===== config.mk =====
export PLATFORM = sky130hd
export DESIGN_NAME = nibble_serial_loader
export DESIGN_NICKNAME = d
export VERILOG_FILES = /design/src/rtl/nibble_serial_loader.sv
export SDC_FILE = /design/constraint.sdc
export NUM_CORES = 1
export LEC_CHECK = 0
export ABC_AREA = 1
export CAP_MARGIN = 40
export CORE_MARGIN = 5
export CORE_UTILIZATION = 50
export CTS_BUF_LIST = sky130_fd_sc_hd__clkbuf_4 sky130_fd_sc_hd__clkbuf_8
export CTS_CLUSTER_DIAMETER = 150
export DETAILED_ROUTE_END_ITERATION = 8
export MAX_ROUTING_LAYER = met4
export PLACE_DENSITY_LB_ADDON = 0.3
export SLEW_MARGIN = 40
export SYNTH_ARGS = -nofsm -noshare
export SYNTH_HDL_FRONTEND = slang
export SYNTH_SLANG_ARGS = --single-unit

===== constraint.sdc =====
create_clock -name clk -period 2.95 [get_ports clk]
set_input_delay 0.295 -clock clk [delete_from_list [all_inputs] [get_ports clk]]
set_output_delay 0.295 -clock clk [all_outputs]
set_load 0.05 [all_outputs]

===== src/rtl/nibble_serial_loader.sv =====
// Serial-to-nibble front end: receives start + 4 data bits (LSB first) + stop
// and presents each good nibble with a one-cycle load strobe.
module nibble_serial_loader #(
    parameter int CLKS_PER_BIT = 4,
    parameter int CNT_W        = $clog2(CLKS_PER_BIT)
) (
    input  logic       clk,
    input  logic       rest,
    input  logic       rx_in,
    output logic [3:0] nibble_out,
    output logic       load_en,
    output logic       frame_err,
    output logic       busy
);

    typedef enum logic [1:0] {IDLE, START, DATA, STOP} state_t;

    localparam logic [CNT_W-1:0] LAST      = CNT_W'(CLKS_PER_BIT - 1);
    localparam logic [CNT_W-1:0] HALF_LAST = CNT_W'(CLKS_PER_BIT / 2 - 1);

    state_t             state, state_n;
    logic [CNT_W-1:0]   cnt, cnt_n;
    logic [1:0]         idx, idx_n;
    logic [3:0]         sr, sr_n;
    logic               sync1, rx_s;
    logic               load_n, err_n;

    // Synchronizer resets to the idle level so reset release cannot fake a start bit.
    always_ff @(posedge clk or negedge rest) begin
        if (!rest) begin
            sync1 <= 1'b1;
            rx_s  <= 1'b1;
        end else begin
            sync1 <= rx_in;
            rx_s  <= sync1;
        end
    end

    always_comb begin
        state_n = state;
        cnt_n   = cnt;
        idx_n   = idx;
        sr_n    = sr;
        load_n  = 1'b0;
        err_n   = 1'b0;
        case (state)
            IDLE: begin
                if (!rx_s) begin
                    state_n = START;
                    cnt_n   = '0;
                end
            end
            START: begin
                if (cnt == HALF_LAST) begin
                    cnt_n = '0;
                    if (!rx_s) begin
                        state_n = DATA;
                        idx_n   = 2'd0;
                    end else begin
                        state_n = IDLE;
                    end
                end else begin
                    cnt_n = cnt + CNT_W'(1);
                end
            end
            DATA: begin
                if (cnt == LAST) begin
                    cnt_n = '0;
                    sr_n  = {rx_s, sr[3:1]};
                    idx_n = idx + 2'd1;
                    if (idx == 2'd3) state_n = STOP;
                end else begin
                    cnt_n = cnt + CNT_W'(1);
                end
            end
            STOP: begin
                if (cnt == LAST) begin
                    cnt_n   = '0;
                    state_n = IDLE;
                    if (rx_s) load_n = 1'b1;
                    else      err_n  = 1'b1;
                end else begin
                    cnt_n = cnt + CNT_W'(1);
                end
            end
            default: state_n = IDLE;
        endcase
    end

    // load_en is a fire-and-forget strobe: nibble_out is valid in the same
    // cycle load_en is high and there is no ready/back-pressure path.
    always_ff @(posedge clk or negedge rest) begin
        if (!rest) begin
            state      <= IDLE;
            cnt        <= '0;
            idx        <= 2'd0;
            sr         <= 4'h0;
            nibble_out <= 4'h0;
            load_en    <= 1'b0;
            frame_err  <= 1'b0;
            busy       <= 1'b0;
        end else begin
            state     <= state_n;
            cnt       <= cnt_n;
            idx       <= idx_n;
            sr        <= sr_n;
            load_en   <= load_n;
            frame_err <= err_n;
            busy      <= (state_n != IDLE);
            if (load_n) nibble_out <= sr_n;
        end
    end

endmodule


==> results.json <==
{
  "outcome": "finished, final reports clean",
  "slew_viol_final": 0,
  "path_buf_inv": 1,
  "num_vias": 625,
  "clock-sinks": 19,
  "synthesis.area_um2": 873,
  "hp-class": "reg -> reg",
  "nFillCells": 147,
  "dr.pass1.iters": 4,
  "p_leak_uw": 0.000520,
  "wl_um": 1400,
  "synth_top_cell_area_share_pct": 48.7,
  "clkTransAtPathRegs_ns": 0.11,
  "nets": 114,
  "ys_seq_area_share_pct": 54.7,
  "path_cells": "clkdlybuf4s50_1",
  "ant_nets": 0,
  "place_congestion": 0.840,
  "cts_buffer_depth": 2,
  "finalCriticalPeriod_ns": 1.76,
  "cts_buffers": 3,
  "period_share_pct": 59.7,
  "htreeDepth": 1,
  "dp_hpwl_um": 1010,
  "setup_viol": 0,
  "drive_above_1_share_pct": 13.3,
  "synth-async-reset-ratio_pct": 100,
  "p_per_area_mw_per_mm2": 923,
  "grt_pass1_vias": 548,
  "vdd_drop_max_mv": 0.408,
  "cp_top_family": "buffers and inverters",
  "die_w_um": 51.8,
  "required_ns": 2.65,
  "core_area_mm2": 0.00169,
  "die_h_um": 51.8,
  "wl_per_cell_um": 11.5,
  "avgViaCountPerCell": 5.12,
  "yosys_warnings": 0,
  "syn_to_final_growth_pct": 15.9,
  "synthTopCellsByCount": "nand2_1, dfrtp_1, inv_1, nand3_1, ha_1",
  "cts_root_buffer": "clkbuf_4",
  "start_util_pct": 51.7,
  "drt_iter0_drc": 16,
  "critical_path.endpoint_type": "output port",
  "max-slew-margin-rel_pct": 67.2,
  "ioPinCount": 10,
  "synth_top_cell_by_area": "dfrtp_1",
  "synth_edf_count": 0,
  "critical_path.max_stage_delay_ns": 0.80,
  "io_buffers": 9,
  "synth.distinct_cells": 19,
  "power_uw": 934,
  "fin_tns_setup_ns": 0,
  "overflow": 0,
  "start_kind": "flop",
  "ys_ff_latch": 19,
  "rsz0062_at_grt": "false",
  "drcViolationCount": 0,
  "seq_area_um2": 478,
  "skew_ns": 0.00767,
  "tightest_slew_ns": 0.491,
  "multiInputGateArea_um2": 328,
  "cpMaxStageDelayCell": "clkdlybuf4s50_1",
  "avgSynthCellArea_um2": 9.49,
  "grt_usage_pct": 13.2,
  "path_class": "reg -> out",
  "fmax_mhz": 568,
  "antenna_found_initial": 0,
  "hold_violations": 0,
  "synth_cells": 92,
  "synthFlopType": "dfrtp_1",
  "grt_pass1_wl_um": 2480,
  "cap_violations": 0,
  "rows": 15,
  "synth_area_leaders": "dfrtp_1, nand2_1, ha_1, nand3_1, dfstp_2",
  "clock_latency_ns": 0.30,
  "yosysMostFrequentCell": "nand2_1",
  "grt_max_degree": 20,
  "die-area_mm2": 0.00268,
  "cts_tree": "done",
  "syn_nets": 100,
  "cp_max_fo": 2,
  "cp.arrival_ns": 1.47,
  "n_antenna_cell": 0
}
## kinds of logic (layout without fill, tap and decap cells)
| group | count (synthesis) | after routing | synth area share, % |
|---|---|---|---|
| adders and majority gates | 5 | 5 | 7.16 |
| DFF | 19 | 19 | 54.7 |
| and+or+nand+nor | 42 | 42 | 23.4 |
| AOI/OAI and AO/OA | 9 | 9 | 7.02 |
| buffers and inverters | 17 | 30 | 7.74 |
## path summary, 6_finish.rpt
check / from / to / slack [ns] / cells past startpoint
max in group asynchronous: rest / rx_s$_DFF_PN1_ / 2.19 / 2
min reg2reg: sync1$_DFF_PN1_ / rx_s$_DFF_PN1_ / 0.37 / 0
min: sync1$_DFF_PN1_ / rx_s$_DFF_PN1_ / 0.37 / 0
max: nibble_out[3]$_DFFE_PN0P_ / nibble_out[3] / 1.19 / 1
max reg2reg: cnt[0]$_DFFE_PN0P_ / busy$_DFF_PN0_ / 1.63 / 6
min in group asynchronous: rest / nibble_out[3]$_DFFE_PN0P_ / 0.43 / 2
## routing by layer
layer,part of all wire (%),global-route usage (%),wire [µm]
met2,40,17.6,555
met4,2.2,6.55,31
met3,6.1,4.58,86
met5,0,-,0
met1,52,17.6,726
## cells in the final DEF (no fill, tap or decap), drive strengths merged, types with 2 or more instances in the layout
| master | netlist | routed |
|---|---|---|
| clkbuf | 0 | 4 |
| clkdlybuf4s50 | 0 | 8 |
| dfrtp | 17 | 17 |
| dfstp | 2 | 2 |
| ha | 5 | 5 |
| inv | 16 | 16 |
| nand2 | 22 | 22 |
| nand3 | 13 | 13 |
| nand4 | 4 | 4 |
| nor2 | 2 | 2 |
| o21a | 3 | 3 |
| o21ai | 3 | 3 |
## state kept, by name (all words and copies together), names as in the netlist
signal and cells:
nibble_out 4, frame_err 1, state 2, busy 1, idx 2, cnt 2
sr 4, load_en 1, sync1 1, rx_s 1
## worst register-to-register path: stages, from the launching register on
cell and delay, ns:
dfrtp_1 0.47, ha_1 0.30, inv_1 0.09, nand3_1 0.09
nand2_1 0.07, o21ai_2 0.13, nand2_1 0.07
## area by class of cell
cell class                 count  area share [%]
sequential                    19            47.2
multi-input combinational     56            32.4
timing repair buffer          10            9.39
inverter                      16            5.93
clock buffer                   4            2.97
tap                           17            2.10
## metrics by stage
| stage | hold WS, ns | cell area [µm²] | utilization, % | worst slack [ns] | cells |
|---|---|---|---|---|---|
| after floorplan | -0.000591 | 873 | - | 1.80 | 92 |
| after global placement | 0.347 | 977 | 57.9 | 1.54 | 117 |
| after detailed placement | 0.352 | 977 | 57.9 | 1.53 | 117 |
| after CTS | 0.367 | 1010 | 59.6 | 1.17 | 121 |
| after global routing | 0.372 | 1010 | 59.9 | 1.15 | 122 |
| final | 0.366 | 1010 | 59.9 | 1.19 | 122 |
## what timing repair did
item	in CTS	in global routing
endpoints found under the hold margin	0	17
buffers inserted	0	0
hold buffers	0	1
resized for setup	0	0
## report_power, final
group	total [µW]	internal (µW)	switching [µW]
sequential	423	341	81.2
clock	143	62.0	80.8
combinational	369	134	235
total	934	537	397
No activity file was read; power rests on OpenSTA's default activity.
